--- config.mk ---
export PLATFORM = sky130hd
export DESIGN_NAME = mem_port_arbiter
export DESIGN_NICKNAME = d
export VERILOG_FILES = /design/src/rtl/mem_arb_pkg.sv /design/src/rtl/mem_port_arbiter_cell_sequencer.sv /design/src/rtl/mem_port_arbiter.sv
export SDC_FILE = /design/constraint.sdc
export NUM_CORES = 1
export LEC_CHECK = 0
export CAP_MARGIN = 10
export CELL_PAD_IN_SITES_DETAIL_PLACEMENT = 0
export CELL_PAD_IN_SITES_GLOBAL_PLACEMENT = 1
export CORE_MARGIN = 2
export CORE_UTILIZATION = 30
export DETAILED_ROUTE_END_ITERATION = 10
export PLACE_DENSITY = 0.83
export SYNTH_ARGS = -nofsm -noshare
export SYNTH_HDL_FRONTEND = slang
export SYNTH_SLANG_ARGS = --single-unit
--- constraint.sdc ---
create_clock -name clk -period 1.75 [get_ports clk]
set_clock_uncertainty 0.05 [all_clocks]
set_input_delay 0.525 -clock clk [delete_from_list [all_inputs] [get_ports clk]]
set_output_delay 0.525 -clock clk [all_outputs]
set_load 0.02 [all_outputs]
--- src/rtl/mem_arb_pkg.sv ---
// Shared constants and enumerations for the fetch/data memory port arbiter.
package mem_arb_pkg;

  localparam int WORD_W         = 16;
  localparam int CELL_W         = 4;
  localparam int CELLS_PER_WORD = 4;

  typedef enum logic {
    IDLE,
    ACCESS
  } state_t;

  typedef enum logic {
    GNT_IF,
    GNT_D
  } grant_t;

endpackage

--- src/rtl/mem_port_arbiter_cell_sequencer.sv ---
// Walks the four consecutive memory cells of one word access: owns the cell
// counter, the wrapping cell address, MSB-first write nibbles and read assembly.
module cell_sequencer #(
  parameter int ADDR_W = 8,
  parameter int WORD_W = mem_arb_pkg::WORD_W,
  parameter int CELL_W = mem_arb_pkg::CELL_W
) (
  input  logic              clk,
  input  logic              rst,
  input  logic              load,
  input  logic              active,
  input  logic [ADDR_W-1:0] base_in,
  input  logic [WORD_W-1:0] wdata_in,
  input  logic [CELL_W-1:0] cell_rdata,
  output logic              last_cell,
  output logic [ADDR_W-1:0] cell_addr,
  output logic [CELL_W-1:0] cell_wdata,
  output logic [WORD_W-1:0] word_out
);

  import mem_arb_pkg::*;

  logic [1:0]               cnt;
  logic [ADDR_W-1:0]        base_q;
  logic [WORD_W-1:0]        wr_shift;
  logic [WORD_W-CELL_W-1:0] rd_shift;

  // Latch the access on load, then advance one cell per active cycle.
  always_ff @(posedge clk) begin
    if (rst) begin
      cnt      <= '0;
      base_q   <= '0;
      wr_shift <= '0;
      rd_shift <= '0;
    end else if (load) begin
      cnt      <= '0;
      base_q   <= base_in;
      wr_shift <= wdata_in;
      rd_shift <= '0;
    end else if (active) begin
      cnt      <= cnt + 2'd1;
      wr_shift <= wr_shift << CELL_W;
      rd_shift <= {rd_shift[WORD_W-2*CELL_W-1:0], cell_rdata};
    end
  end

  assign last_cell  = (cnt == 2'(CELLS_PER_WORD - 1));
  assign cell_addr  = base_q + ADDR_W'(cnt);
  assign cell_wdata = wr_shift[WORD_W-1 -: CELL_W];
  assign word_out   = {rd_shift, cell_rdata};

endmodule

--- src/rtl/mem_port_arbiter.sv ---
// Shares one single-port nibble-wide memory between an instruction-fetch port
// and a data port; each word takes four cell cycles plus one completion cycle.
module mem_port_arbiter #(
  parameter int ADDR_W = 8,
  parameter int WORD_W = mem_arb_pkg::WORD_W,
  parameter int CELL_W = mem_arb_pkg::CELL_W
) (
  input  logic              clk,
  input  logic              rst,
  input  logic              if_req,
  input  logic [WORD_W-1:0] if_addr,
  output logic              if_ready,
  output logic [WORD_W-1:0] if_rdata,
  output logic              if_stall,
  input  logic              d_req,
  input  logic              d_we,
  input  logic [WORD_W-1:0] d_addr,
  input  logic [WORD_W-1:0] d_wdata,
  output logic              d_ready,
  output logic [WORD_W-1:0] d_rdata,
  output logic              d_stall,
  output logic [ADDR_W-1:0] mem_addr,
  output logic              mem_we,
  output logic [CELL_W-1:0] mem_wdata,
  input  logic [CELL_W-1:0] mem_rdata
);

  import mem_arb_pkg::*;

  state_t            state_q;
  state_t            state_d;
  grant_t            gnt_q;
  grant_t            gnt_d;
  logic              grant_valid;
  logic              we_q;
  logic              last_was_data;
  logic              if_elig;
  logic              d_elig;
  logic              done;
  logic              last_cell;
  logic [ADDR_W-1:0] cell_addr;
  logic [CELL_W-1:0] cell_wdata;
  logic [WORD_W-1:0] word_out;
  logic [ADDR_W-1:0] seq_base;
  logic [WORD_W-1:0] seq_wdata;
  logic              unused_addr_bits;

  assign unused_addr_bits = ^{if_addr[WORD_W-1:ADDR_W], d_addr[WORD_W-1:ADDR_W]};

  // A port that is completing this cycle must not be regranted in the same cycle.
  assign if_elig = if_req & ~if_ready;
  assign d_elig  = d_req & ~d_ready;

  // Next-state and grant decision; data wins a tie unless it won the last one.
  always_comb begin
    state_d     = state_q;
    grant_valid = 1'b0;
    gnt_d       = GNT_D;
    case (state_q)
      IDLE: begin
        if (if_elig && d_elig) begin
          grant_valid = 1'b1;
          gnt_d       = last_was_data ? GNT_IF : GNT_D;
        end else if (d_elig) begin
          grant_valid = 1'b1;
          gnt_d       = GNT_D;
        end else if (if_elig) begin
          grant_valid = 1'b1;
          gnt_d       = GNT_IF;
        end
        if (grant_valid) begin
          state_d = ACCESS;
        end
      end
      ACCESS: begin
        if (last_cell) begin
          state_d = IDLE;
        end
      end
      default: state_d = IDLE;
    endcase
  end

  // FSM state register.
  always_ff @(posedge clk) begin
    if (rst) begin
      state_q <= IDLE;
    end else begin
      state_q <= state_d;
    end
  end

  // Remember who owns the access in flight and whether it writes.
  always_ff @(posedge clk) begin
    if (rst) begin
      gnt_q         <= GNT_IF;
      we_q          <= 1'b0;
      last_was_data <= 1'b0;
    end else if (grant_valid) begin
      gnt_q         <= gnt_d;
      we_q          <= (gnt_d == GNT_D) && d_we;
      last_was_data <= (gnt_d == GNT_D);
    end
  end

  assign done = (state_q == ACCESS) && last_cell;

  // Completion pulse and read-data capture on the last cell of an access.
  always_ff @(posedge clk) begin
    if (rst) begin
      if_ready <= 1'b0;
      d_ready  <= 1'b0;
      if_rdata <= '0;
      d_rdata  <= '0;
    end else begin
      if_ready <= done && (gnt_q == GNT_IF);
      d_ready  <= done && (gnt_q == GNT_D);
      if (done && !we_q) begin
        if (gnt_q == GNT_IF) begin
          if_rdata <= word_out;
        end else begin
          d_rdata <= word_out;
        end
      end
    end
  end

  assign seq_base  = (gnt_d == GNT_D) ? d_addr[ADDR_W-1:0] : if_addr[ADDR_W-1:0];
  assign seq_wdata = ((gnt_d == GNT_D) && d_we) ? d_wdata : '0;

  cell_sequencer #(
    .ADDR_W(ADDR_W),
    .WORD_W(WORD_W),
    .CELL_W(CELL_W)
  ) u_seq (
    .clk       (clk),
    .rst       (rst),
    .load      (grant_valid),
    .active    (state_q == ACCESS),
    .base_in   (seq_base),
    .wdata_in  (seq_wdata),
    .cell_rdata(mem_rdata),
    .last_cell (last_cell),
    .cell_addr (cell_addr),
    .cell_wdata(cell_wdata),
    .word_out  (word_out)
  );

  assign mem_addr  = (state_q == ACCESS) ? cell_addr : '0;
  assign mem_we    = (state_q == ACCESS) && we_q;
  assign mem_wdata = mem_we ? cell_wdata : '0;

  assign if_stall = if_req & ~if_ready;
  assign d_stall  = d_req & ~d_ready;

endmodule

---- Word-level counts from Yosys, hierarchy flattened ----
Cells that the tools add are included.
cells by class
  $add $sub $neg .......................... 2
  equal/unequal tests ..................... 1
  muxes and demuxes ....................... 19
  bitwise operators ....................... 6
  reductions and logical operators ........ 12
operators by type and width
  operator             count
  $mux 16              3
  $mux 8               2
  $mux 1               12
  $add 8x2->8          1
  $logic_and 1x1->1    7
  $mux 4               1
  $not 1->1            4
  $reduce_and 2->1     2
  $add 2x1->2 const B  1
  $and 1x1->1          2
  $eq 2x2->1 const B   1
  $pmux 1 s2           1
  $reduce_bool 2->1    1
  $reduce_or 2->1      1
  $logic_not 1->1      1
storage, ports and cells
  bits in registers ....................... 75
  input port bits ......................... 57
  logic and storage cells ................. 51

---- Depth between registers and ports, before layout ----
  depth after elaboration ................. 9
  mapped depth ............................ 6
  mapped depth without buffers ............ 5

---- Hierarchy ----
From an unflattened synthesis, not the netlist that was laid out.
unflattened totals
  cell total of the unflattened synthesis .. 381
  area, all modules ....................... 3462.1 µm²
by module, submodules not included
  module            times used  cells an instance  area each (µm²)  seq. area each (µm²)
  cell_sequencer    1           169                1761.7           760.7
  mem_port_arbiter  1           212                1700.4           740.7

---- Worst setup path before layout ----
Ideal clock, no wire load.
  path type ............................... reg2out
  from .................................... reg u_seq.cnt[0]
  to ...................................... out mem_addr[6]
  arrival time ............................ 1.520 ns
  required time ........................... 1.175 ns
  setup slack ............................. -0.345 ns
  cell stages (with the launch flop) ...... 6
  buffers on the path ..................... 0
  path through ............................ dfxtp_1 -> ha_1 -> fa_1 -> nand2_1 -> or3_1 -> a21oi_1
on the way
  word-level cells in the longest chain between the ends .. 2
ends and longest elaborated chain
  element                 RTL line                               RTL
  from (decl)             mem_port_arbiter_cell_sequencer.sv:23  logic [1:0] cnt;
  from (signal assigned)  mem_port_arbiter_cell_sequencer.sv:41  cnt <= cnt + 2'd1;
  $add 8x2->8             mem_port_arbiter_cell_sequencer.sv:48  assign cell_addr = base_q + ADDR_W'(cnt);
  $mux 8                  mem_port_arbiter.sv:149                assign mem_addr = (state_q == ACCESS) ? cell_addr : '0;
  to (decl)               mem_port_arbiter.sv:22                 output logic [ADDR_W-1:0] mem_addr,
Every way passes these cells.

---- Final worst setup path ----
Ends and elaborated chain as after synthesis.

==> out/results.ini <==
[outcome]
violations = setup timing
status = finished with violations

[global_route]
grt_pass1_vias = 3171
gr-total-overflow = 0
grt_antenna_before_repair = 0
grt_max_degree = 78
grt_pass1_wl_mm = 15.84
gr-usage-all-layers_pct = 16.85

[route]
avgViaCountPerCell = 5.204
via_count = 3419
drt-met1-wl_mm = 4.395
drcViolationCount = 0
drt_iter0_markers = 127
wl_per_cell_um = 15.63
dr.pass1.iters = 4
routed-wl-met2_mm = 5.082
antenna_left = 0
highest_layer = met4
totalWireLength_mm = 10.27
met3WireLength_um = 643

[power]
internal-power_mw = 2.918
pwr-share-seq_pct = 44.7
sw_frac_of_total_pct = 26.56
power_mw = 3.974
powerDensity_mw_per_mm2 = 750.6
power_frac_clock_pct = 39.8
combPwrFrac_pct = 15.5
max-vdd-ir-drop_mv = 0.4420
p_leak_nw = 2.026
p_sw_mw = 1.056

[cells_and_area]
diodes = 0
drive_above_1_share_pct = 28.05
final_area_sq_mm = 0.005295
nets = 573
final_util_pct = 48.63
area_growth_pct = 57.32

[clock_tree]
cts_tree = done
h-tree-depth = 3
clock-root-buffer = clkbuf_8
insertion_delay_ps = 360
cts_hold_buf = 0
cts_sinks = 75
cts_buffer_depth = 2
cts_buffers = 9
clkSlewWorstSetupHoldPaths_ps = 90

[timing]
tightest_slew_ps = 541.6
hold_viol = 0
fin_setup_tns_ps = -3788
post-route-min-period_ps = 2392
clock.fmax_mhz = 418.1
worst_slack_ps = -642.0
relSlewSlack_pct = 63.73
setup_viol = 10
rsz0062_at_grt = true
slew_viol_final = 0
whs_ps = 404.3
finalCritPeriodShare_pct = 136.7

[logic_synthesis]
synth_commonest_cells = dfxtp_1 (75), nand2_1 (70), a21oi_1 (52)
ys_types = 40
ys_ff_latch = 75
synthArstFlopShare_pct = 0
syn_avg_cell_area_sq_um = 8.586
synth_top_area_share_pct = 44.61
synth_edf_count = 0
yosysSeqAreaShare_pct = 44.61
synth_flop_cell = dfxtp_1
syn_nets = 453
synthTopCellsByArea = dfxtp_1 (45%), nand2_1 (7.8%), a21oi_1 (7.7%)
ys_warn_count = 0
synth.most_common_cell = dfxtp_1
yosys.area.top_type = dfxtp_1
netlist_instances = 392
syn_area_sq_mm = 0.003366

[floorplanning]
dieWidth_um = 109.9
row_count = 38
fp.coreArea_sq_mm = 0.01089
ios = 106
dieArea_sq_mm = 0.01208
die_y_um = 109.9
initial_core_util_pct = 30.91

[worst_hold_path]
hold_class = register to register

[critical_path]
crit_path_end_kind = primary output
cp-start-kind = register
r2r_slack_ps = 0
path_class = register to primary output
arrival_ps = 1820
cp.required_ps = 1170
worstPathMaxFanout = 3
critPathMaxStageDelay_ps = 380
crit_slowest_cell = or3_4
cp_cell_sequence = ha_4 -> fa_2 -> nand2_2 -> or3_4 -> a21oi_4 -> buf_6

[place]
io_buffers = 89
routabilityCongestion = 0.7971
dpl.hpwl_mm = 6.596
place_area_sq_mm = 0.004723

[job]
drv_cap = 0

## logic make-up (layout without fill, tap and decap cells)
group / Yosys count / in the layout / synth area share (%)
buffers and inverters: 51 / 175 / 6.914
AO/OA/AOI/OAI: 85 / 85 / 15.99
XOR/XNOR: 3 / 3 / 0.7808
AND/OR/NAND/NOR: 159 / 160 / 25.54
multiplexers: 15 / 15 / 4.461
flip-flops: 75 / 75 / 44.61
adder cells (fa/ha/maj): 4 / 4 / 1.710
## through the flow
stage                     worst slack (ps)  std cells
after floorplan                     -165.4        392
after global placement              -714.2        628
after detailed placement            -758.9        628
after CTS                           -640.8        650
after global routing                -662.2        657
final                               -642.0        657
## final timing paths
check / start / end / depth (start not counted)
max: u_seq.cnt[0]$_SDFFE_PP0P_ / mem_addr[6] / 6
min: if_rdata[14]$_SDFFE_PP0P_ / if_rdata[14]$_SDFFE_PP0P_ / 2
max reg2reg: state_q$_SDFF_PP0_ / u_seq.base_q[1]$_SDFFE_PP0P_ / 6
min reg2reg: if_rdata[14]$_SDFFE_PP0P_ / if_rdata[14]$_SDFFE_PP0P_ / 2
## cell usage in the layout (no fill, tap or decap), types with 3 or more instances in the layout
cell type / instances
dfxtp_1: 69
and3_4: 3
a21oi_1: 43
dfxtp_2: 4
or3b_1: 8
dlygate4sd2_1: 32
a21oi_2: 7
inv_1: 9
clkdlybuf4s50_1: 37
a32oi_1: 12
buf_12: 5
nand2_1: 69
buf_4: 47
nor3b_1: 9
clkdlybuf4s15_1: 3
or4_1: 8
o311ai_1: 7
nand4_1: 16
nand3_1: 5
o221ai_2: 7
nor3_1: 16
buf_6: 18
mux2i_1: 13
clkbuf_8: 10
## power by group through the flow
stage | logic, mW | clock network, mW | registers (mW)
2_1_floorplan | 0.269 | 0 | 1.81
3_3_place_gp | 0.511 | 0 | 1.81
3_5_place_dp | 0.516 | 0 | 1.82
4_1_cts | 0.557 | 1.61 | 1.78
5_1_grt | 0.661 | 1.67 | 1.78
6_report | 0.616 | 1.58 | 1.78
## worst max-delay path: cells and delay by family (launching register included)
family | cells | cell delay (ps)
AO/OA/AOI/OAI | 1 | 130
AND/OR/NAND/NOR | 2 | 450
buffers and inverters | 1 | 130
flip-flops | 1 | 370
adder cells (fa/ha/maj) | 2 | 380
## registers in the layout (all words and copies together) (netlist names)
register        cells
d_rdata            16
d_ready             1
if_rdata           16
if_ready            1
last_was_data       1
state_q             1
u_seq.base_q        8
u_seq.cnt           2
u_seq.rd_shift     12
u_seq.wr_shift     16
we_q                1
## layout make-up
class	count	area, sq um
Clock buffer	10	137.6
Inverter	12	50.05
Tap cell	140	175.2
Multi-Input combinational cell	267	1922
Clock inverter	6	95.09
Sequential cell	75	1514
Timing Repair Buffer	147	1401
Fill cell	1052	5593
## repair_timing
action	in CTS	in global routing
gates resized for setup	145	43
pin swaps	7	9
setup endpoints to repair	73	42
cloned	0	3
setup buffers	6	4
hold endpoints to repair	0	0
## per-layer routing
metal  vias to the layer above  track usage (%)
met5                         -                0
met4                         0            5.877
met3                        13            4.564
met2                        97            27.74
met1                      1648            21.12
li1                       1661                -
(Power assumes the default switching activity.)
